==> src/rtl/spi_pkg.sv <==
// Shared types and constants for the SPI mode-0 master.
package spi_pkg;

    typedef enum logic [1:0] {
        IDLE  = 2'd0,
        SETUP = 2'd1,
        SHIFT = 2'd2,
        HOLD  = 2'd3
    } spi_state_t;

    localparam int unsigned SPI_DATA_W = 8;

    function automatic int unsigned max_u(input int unsigned a, input int unsigned b);
        return (a > b) ? a : b;
    endfunction

endpackage

==> src/rtl/spi_clk_gen.sv <==
// SCLK divider: sclk toggles every CLK_DIV enabled cycles; rise/fall flag the edge that
// happens at the next clk edge.
module spi_clk_gen #(
    parameter int unsigned CLK_DIV = 4
) (
    input  logic clk,
    input  logic rst,
    input  logic en,
    input  logic clr,
    output logic sclk,
    output logic rise,
    output logic fall
);

    localparam int unsigned DIV_W = $clog2(CLK_DIV);

    logic [DIV_W-1:0] div_q;
    logic             sclk_q;
    logic             terminal;

    assign terminal = en && (div_q == DIV_W'(CLK_DIV - 1));
    assign rise     = terminal && !sclk_q;
    assign fall     = terminal && sclk_q;
    assign sclk     = sclk_q;

    always_ff @(posedge clk) begin
        if (rst || clr) begin
            div_q  <= '0;
            sclk_q <= 1'b0;
        end else if (en) begin
            if (terminal) begin
                div_q  <= '0;
                sclk_q <= ~sclk_q;
            end else begin
                div_q <= div_q + 1'b1;
            end
        end
    end

endmodule

==> src/rtl/spi_master.sv <==
// SPI mode-0 master: one byte per cs_n frame, MSB first.
// SPI_MASTER_BURST_EN adds tx_last so consecutive bytes can share one cs_n window.
module spi_master
    import spi_pkg::*;
#(
    parameter int unsigned CLK_DIV  = 4,
    parameter int unsigned DATA_W   = SPI_DATA_W,
    parameter int unsigned CS_SETUP = 2,
    parameter int unsigned CS_HOLD  = 2
) (
    input  logic              clk,
    input  logic              rst,
    input  logic [DATA_W-1:0] tx_data,
    input  logic              tx_valid,
    output logic              tx_ready,
    output logic [DATA_W-1:0] rx_data,
    output logic              rx_valid,
    output logic              busy,
    output logic              sclk,
    output logic              cs_n,
    output logic              mosi,
    input  logic              miso
`ifdef SPI_MASTER_BURST_EN
    ,
    input  logic              tx_last
`endif
);

    localparam int unsigned BIT_W = $clog2(DATA_W + 1);
    localparam int unsigned CNT_W = $clog2(max_u(CS_SETUP, CS_HOLD) + 1);

    spi_state_t        state_q;
    logic [DATA_W-1:0] tx_shift_q;
    logic [DATA_W-1:0] rx_shift_q;
    logic [DATA_W-1:0] rx_data_q;
    logic [BIT_W-1:0]  bit_cnt_q;
    logic [CNT_W-1:0]  cnt_q;
    logic              cs_n_q;
    logic              mosi_q;
    logic              rx_valid_q;
    logic              sclk_rise;
    logic              sclk_fall;
    logic              in_shift;
`ifdef SPI_MASTER_BURST_EN
    logic              last_q;
`endif

    assign in_shift = (state_q == SHIFT);

    spi_clk_gen #(
        .CLK_DIV (CLK_DIV)
    ) u_clk_gen (
        .clk  (clk),
        .rst  (rst),
        .en   (in_shift),
        .clr  (!in_shift),
        .sclk (sclk),
        .rise (sclk_rise),
        .fall (sclk_fall)
    );

    assign tx_ready = (state_q == IDLE);
    assign busy     = (state_q != IDLE);
    assign cs_n     = cs_n_q;
    assign mosi     = mosi_q;
    assign rx_data  = rx_data_q;
    assign rx_valid = rx_valid_q;

    always_ff @(posedge clk) begin
        if (rst) begin
            state_q    <= IDLE;
            tx_shift_q <= '0;
            rx_shift_q <= '0;
            rx_data_q  <= '0;
            bit_cnt_q  <= '0;
            cnt_q      <= '0;
            cs_n_q     <= 1'b1;
            mosi_q     <= 1'b0;
            rx_valid_q <= 1'b0;
`ifdef SPI_MASTER_BURST_EN
            last_q     <= 1'b1;
`endif
        end else begin
            rx_valid_q <= 1'b0;
            unique case (state_q)
                IDLE: begin
                    if (tx_valid) begin
                        tx_shift_q <= tx_data;
                        mosi_q     <= tx_data[DATA_W-1];
                        bit_cnt_q  <= '0;
                        cnt_q      <= '0;
                        cs_n_q     <= 1'b0;
`ifdef SPI_MASTER_BURST_EN
                        last_q     <= tx_last;
                        // cs_n still low means we are mid-burst: setup time already paid
                        state_q    <= cs_n_q ? SETUP : SHIFT;
`else
                        state_q    <= SETUP;
`endif
                    end else begin
                        mosi_q <= 1'b0;
                    end
                end
                SETUP: begin
                    if (cnt_q == CNT_W'(CS_SETUP - 1)) begin
                        cnt_q   <= '0;
                        state_q <= SHIFT;
                    end else begin
                        cnt_q <= cnt_q + 1'b1;
                    end
                end
                SHIFT: begin
                    if (sclk_rise) begin
                        rx_shift_q <= {rx_shift_q[DATA_W-2:0], miso};
                        bit_cnt_q  <= bit_cnt_q + 1'b1;
                    end else if (sclk_fall) begin
                        if (bit_cnt_q == BIT_W'(DATA_W)) begin
                            rx_data_q  <= rx_shift_q;
                            rx_valid_q <= 1'b1;
                            cnt_q      <= '0;
                            state_q    <= HOLD;
                        end else begin
                            tx_shift_q <= {tx_shift_q[DATA_W-2:0], 1'b0};
                            mosi_q     <= tx_shift_q[DATA_W-2];
                        end
                    end
                end
                HOLD: begin
                    if (cnt_q == CNT_W'(CS_HOLD - 1)) begin
                        cnt_q   <= '0;
                        mosi_q  <= 1'b0;
                        state_q <= IDLE;
`ifdef SPI_MASTER_BURST_EN
                        cs_n_q  <= last_q;
`else
                        cs_n_q  <= 1'b1;
`endif
                    end else begin
                        cnt_q <= cnt_q + 1'b1;
                    end
                end
            endcase
        end
    end

endmodule

==> config.mk <==
export PLATFORM = sky130hd
export DESIGN_NAME = spi_master
export DESIGN_NICKNAME = d
export VERILOG_FILES = /design/src/rtl/spi_pkg.sv /design/src/rtl/spi_clk_gen.sv /design/src/rtl/spi_master.sv
export SDC_FILE = /design/constraint.sdc
export NUM_CORES = 1
export LEC_CHECK = 0
export ABC_AREA = 1
export ABC_CLOCK_PERIOD_IN_PS = 2300
export CELL_PAD_IN_SITES_DETAIL_PLACEMENT = 0
export CELL_PAD_IN_SITES_GLOBAL_PLACEMENT = 1
export CORE_MARGIN = 2
export CORE_UTILIZATION = 41
export CTS_BUF_LIST = sky130_fd_sc_hd__clkbuf_4 sky130_fd_sc_hd__clkbuf_8 sky130_fd_sc_hd__clkbuf_16
export DETAILED_ROUTE_END_ITERATION = 6
export GPL_TIMING_DRIVEN = 1
export HOLD_SLACK_MARGIN = 0.05
export PLACE_DENSITY = 0.78
export SYNTH_ARGS = -nofsm -noshare
export SYNTH_HDL_FRONTEND = slang
export SYNTH_SLANG_ARGS = --single-unit
==> constraint.sdc <==
create_clock -name clk -period 2.3 [get_ports clk]
set_input_delay 0.23 -clock clk [delete_from_list [all_inputs] [get_ports clk]]
set_output_delay 0.23 -clock clk [all_outputs]
set_load 0.01 [all_outputs]
==> Word-level counts from Yosys, hierarchy flattened <==
Index checks and enable logic that the tools add are counted.
{ "classes": {"eq_ne": 14, "reduce_logical": 22, "muxes": 32, "addsub": 3, "bitwise_logic": 4} }
{ "op_table": {"columns": ["op", "n"], "rows": [
  ["$mux 7", 4],
  ["$mux 2", 12],
  ["$ne 2x2->1 const B", 7],
  ["$pmux 7 s2", 1],
  ["$reduce_and 5->1", 2],
  ["$mux 1", 8],
  ["$mux 4", 2],
  ["$pmux 2 s4", 1],
  ["$pmux 4 s2", 1],
  ["$reduce_and 4->1", 2],
  ["$eq 2x2->1 const B", 3],
  ["$pmux 2 s3", 1],
  ["$reduce_and 3->1", 2],
  ["$reduce_and 6->1", 1],
  ["$reduce_bool 2->1", 3],
  ["$add 2x1->2 const B", 2],
  ["$add 4x1->4 const B", 1],
  ["$eq 2x1->1 const B", 2],
  ["$eq 4x4->1 const B", 1],
  ["$not 1->1", 4],
  ["$reduce_and 2->1", 2],
  ["$reduce_or 4->1", 1],
  ["$logic_and 1x1->1", 3],
  ["$pmux 1 s3", 1],
  ["other kinds (7)", 8]
]} }
{ "totals": {"elab_cells": 86, "input_bits": 12, "register_bits": 37} }

==> Longest topological paths before layout <==
{ "depth": {"ltp_word": 6, "depth_mapped": 10, "ltp_nobuf": 10} }

==> Hierarchy <==
From an unflattened synthesis, not the netlist that was laid out.
{ "unflattened": {"cells_unflattened": 257, "hier_area_um2": 1830.5} }
{ "modules_own_cells": {"columns": ["mod", "area_each_um2", "n_inst", "cells_each"], "rows": [
  ["spi_master", 1680.4, 1, 233],
  ["spi_clk_gen", 150.1, 1, 24]
]} }

==> Worst setup path after synthesis <==
OpenSTA, ideal clock, no wires.
{ "synth_timing": {"kind": "register to register", "from": "reg state_q[0]", "to": "reg bit_cnt_q[3]", "setup_slack_ps": 819, "t_required_ps": 2189, "stages_incl_launch_ff": 11, "setup_ps": 111, "path_buffers": 0, "t_arrival_ps": 1370, "cell_sequence": "dfxtp_1 -> inv_1 -> ha_1 -> inv_1 -> nor2_1 -> nor2_1 -> nand2_1 -> inv_1 -> nand2_1 -> nand2_1 -> nor2_1"} }
{ "synth_lines": {"columns": ["item", "line_no", "text"], "rows": [
  ["start, declared", "spi_master.sv:32", "spi_state_t state_q;"],
  ["start signal, assigned", "spi_master.sv:71", "state_q <= IDLE;"],
  ["start signal, assigned", "spi_master.sv:98", "state_q <= SETUP;"],
  ["start signal, assigned", "spi_master.sv:107", "state_q <= SHIFT;"],
  ["$logic_not 2->1 (*)", null, null],
  ["net tx_ready", "spi_master.sv:15", "output logic tx_ready,"],
  ["$ne 2x2->1 (no source line) / $reduce_bool 2->1 (equally long branches)", null, null],
  ["$reduce_and 3->1 (no source line)", null, null],
  ["end signal, assigned", "spi_master.sv:115", "bit_cnt_q <= bit_cnt_q + 1'b1;"],
  ["end, declared", "spi_master.sv:36", "logic [BIT_W-1:0] bit_cnt_q;"]
]} }
The timed path passes the listed nets; every way through them passes the cells marked *.
A chain may end at the register's enable or synchronous reset.

==> Final worst setup path <==
{ "layout_timing": {"from": "reg state_q[0]", "to": "out busy"} }
{ "layout_between": {"elab_chain_cells": 1} }
{ "layout_rtl": {"columns": ["item", "line_no", "text"], "rows": [
  ["$reduce_bool 2->1", "spi_master.sv:63", "assign busy = (state_q != IDLE);"],
  ["end, declared", "spi_master.sv:18", "output logic busy,"]
]} }
Every way passes these cells.

==> results_dict.tcl <==
set metrics [dict create \
    outcome "completed" \
    final_max_slew_viol_count 0 \
    detailed_place_hpwl_mm 2.53 \
    timing.final.crit_period_ps 1950 \
    synth.net_count 251 \
    worstSetupStartpointType "flop" \
    die_w_um 69.1 \
    timing_worst_setup_path_type "reg -> out" \
    synth_sequential_area_ratio_pct 42.6 \
    via_count 1455 \
    post_synth_top_area_share_pct 42.6 \
    hold_class "reg -> reg" \
    cellInternalPower_mw 1.53 \
    final_layout_size_suffix_gt1_share_pct 8.43 \
    final_util_pct 53.3 \
    crit_path_start "state_q[0]$_SDFFE_PP0P_" \
    pwrdens_nw_per_um2 1160 \
    p_sw_mw 0.958 \
    timing.critical_path.fanout_max 6 \
    area_of_the_die_um2 4780 \
    minimum_setup_slack_among_reg_to_reg_paths_ps 530 \
    max_buffers_root_to_sink 2 \
    floorplan.initialDensity_pct 43.2 \
    mostFrequentLayoutCells "sky130_fd_sc_hd__nor2_1 (61), sky130_fd_sc_hd__nand2_1 (40), sky130_fd_sc_hd__dfxtp_1 (37)" \
    grt_setup_unrepaired "no" \
    vias_per_cell 4.68 \
    yosys_warn_count 0 \
    insertion_delay_ps 290 \
    worstSetupEndpoint "busy" \
    antenna_cells 0 \
    layout.cells.most_common "sky130_fd_sc_hd__nor2_1" \
    syn_avg_cell_area_um2 7.53 \
    synth_top_cell_by_area "sky130_fd_sc_hd__dfxtp_1" \
    setup_total_negative_slack_ps 0 \
    synth-seq-cells 37 \
    post_dp_cell_area_um2 2030 \
    worstPathArrival_ps 1720 \
    synthDistinctLibCells 27 \
    slew-limit-headroom_pct 67.7 \
    globalRouteOverflowTotal 0 \
    cts_root_buf "sky130_fd_sc_hd__clkbuf_8" \
    timing.reg2reg.worst_path_depth 10 \
    cap_violations 0 \
    synthArstFlopShare_pct 0 \
    final_critical_path_setup_slack_ps 349 \
    crit_required_ps 2070 \
    cts_hold_buffers 0 \
    dominantRegCellSynth "sky130_fd_sc_hd__dfxtp_1" \
    post_route_ant_nets 0 \
    place_congestion 0.771 \
    io_buffer_count 25 \
    p_clk_share_pct 23.1 \
    synthToLayoutAreaGrowth_pct 23.5 \
    netlist_instances 231 \
    worst_r2r_startpoint "state_q[0]$_SDFFE_PP0P_" \
    cts-buffers-inserted 5 \
    power.share.combinational_pct 43.6 \
    detail_route.drc_violations 0 \
    worstReg2RegEnd "bit_cnt_q[3]$_SDFFE_PP0P_" \
    global_route_wire_length_before_repair_mm 6.04 \
    cts_max_level 2 \
    worstMarginPinSlew_ps 484 \
    first_global_vias 1345 \
    finalNetCount 280 \
    clock-sinks 37 \
    synth_edf_count 0 \
    core.rowCount 23 \
    report.final.hold_viol_count 0 \
    cts_setup_buffers 0 \
    setup_viol 0 \
    power.share.sequential_pct 33.3 \
    grt_usage_pct 15.8 \
    routedWlPerCell_um 11.0 \
    vdd_ir_drop_max_mv 0.457 \
    1st_pass_router_iterations 4 \
    fp.dieH_um 69.1 \
    place_inst 303 \
    cts_resized 0 \
    maxClockFrequency_mhz 513 \
    netSwitchingFraction_pct 38.5 \
    tritoncts "done" \
    route.final.wire_length_mm 3.41 \
    post_synth_main_area_contributors "sky130_fd_sc_hd__dfxtp_1 (43%), sky130_fd_sc_hd__nor2_1 (13%), sky130_fd_sc_hd__nand2_1 (8.6%)" \
    grt_antenna_before_repair 0 \
    clk_pin_slew_ps 80 \
    io_pins 26 \
    fin_cells 311 \
    netlist_area_um2 1740 \
    clock-skew-final_ps 7.90 \
    min_period_over_period_pct 84.8 \
    finalInstanceArea_um2 2150 \
    design.core.area_um2 4030 \
    leakagePower_nw 0.951 \
    drt-initial-drc-count 82 \
    grt_start_max_net_pins 17 \
    nature_of_the_critical_path_endpoint "output port" \
    worst_slack_at_placement_ps 549 \
]
registers in the layout (all words and copies together), names as in the netlist:
register,count
bit_cnt_q,4
cnt_q,2
cs_n,1
mosi,1
rx_data,8
rx_shift_q,8
rx_valid,1
state_q,2
tx_shift_q,7
u_clk_gen.div_q,2
u_clk_gen.sclk,1
per-layer routing:
layer,part of all wire [%],track usage [%],vias up
met1,52,22.0,633
met5,0,0,-
met2,43,22.9,32
li1,-,-,788
met4,0.82,7.19,0
met3,4.6,3.95,2
how the worst min path moves through the flow:
stage          slack [ps]  cells past startpoint                       startpoint                               to
2_1_floorplan         300                      1                              rst        bit_cnt_q[2]$_SDFFE_PP0P_
3_3_place_gp          420                      1  u_clk_gen.div_q[0]$_SDFFE_PP0P_  u_clk_gen.div_q[0]$_SDFFE_PP0P_
3_5_place_dp          430                      1  u_clk_gen.div_q[0]$_SDFFE_PP0P_  u_clk_gen.div_q[0]$_SDFFE_PP0P_
4_1_cts               440                      1  u_clk_gen.div_q[0]$_SDFFE_PP0P_  u_clk_gen.div_q[0]$_SDFFE_PP0P_
5_1_grt               470                      1  u_clk_gen.div_q[0]$_SDFFE_PP0P_  u_clk_gen.div_q[0]$_SDFFE_PP0P_
6_report              430                      1  u_clk_gen.div_q[0]$_SDFFE_PP0P_  u_clk_gen.div_q[0]$_SDFFE_PP0P_
synthesized netlist by cell type, types with 3 or more instances:
| cell | number |
|---|---|
| sky130_fd_sc_hd__o21ai_0 | 19 |
| sky130_fd_sc_hd__nand2_4 | 3 |
| sky130_fd_sc_hd__mux2i_1 | 6 |
| sky130_fd_sc_hd__inv_1 | 20 |
| sky130_fd_sc_hd__nand4_1 | 5 |
| sky130_fd_sc_hd__ha_1 | 8 |
| sky130_fd_sc_hd__a21oi_1 | 4 |
| sky130_fd_sc_hd__nand3_1 | 7 |
| sky130_fd_sc_hd__nor2_1 | 61 |
| sky130_fd_sc_hd__nand2_1 | 40 |
| sky130_fd_sc_hd__dfxtp_1 | 37 |
cell families (layout without fill, tap and decap cells):
family | Yosys count | count (layout) | share of synthesized area (%)
and+or+nand+nor | 124 | 124 | 32.5
DFF | 37 | 37 | 42.6
buffers and inverters | 29 | 59 | 7.41
AOI/OAI and AO/OA | 26 | 26 | 7.77
adders and majority gates | 8 | 8 | 5.76
muxes | 6 | 6 | 3.45
xor gates and xnor gates | 1 | 1 | 0.504
through the flow:
step                      hold WS, ps  power, mW
after floorplan                   299       1.70
after global placement            417       1.94
after detailed placement          431       1.93
after CTS                         443       2.52
after global routing              470       2.73
final                             435       2.48
layout make-up:
cell class	count	area [µm²]
tap	50	62.6
clock inverter	2	38.8
timing repair buffer	28	273
sequential	37	741
fill	401	1880
clock buffer	6	76.3
multi-input combinational	165	870
inverter	23	86.3
power by group through the flow:
stage | Combinational (mW) | Sequential [mW] | Clock (mW)
final | 1.08 | 0.828 | 0.574
after global routing | 1.26 | 0.846 | 0.615
after CTS | 1.09 | 0.829 | 0.596
after detailed placement | 1.09 | 0.844 | 0
after global placement | 1.09 | 0.842 | 0
after floorplan | 0.871 | 0.833 | 0
worst max-delay path, stage by stage (launching register included):
cell and delay [ps]:
sky130_fd_sc_hd__dfxtp_1 360, sky130_fd_sc_hd__inv_1 100, sky130_fd_sc_hd__ha_1 290, sky130_fd_sc_hd__inv_1 140
sky130_fd_sc_hd__clkdlybuf4s50_1 550
Note: power is estimated with default switching activity, not from simulation.
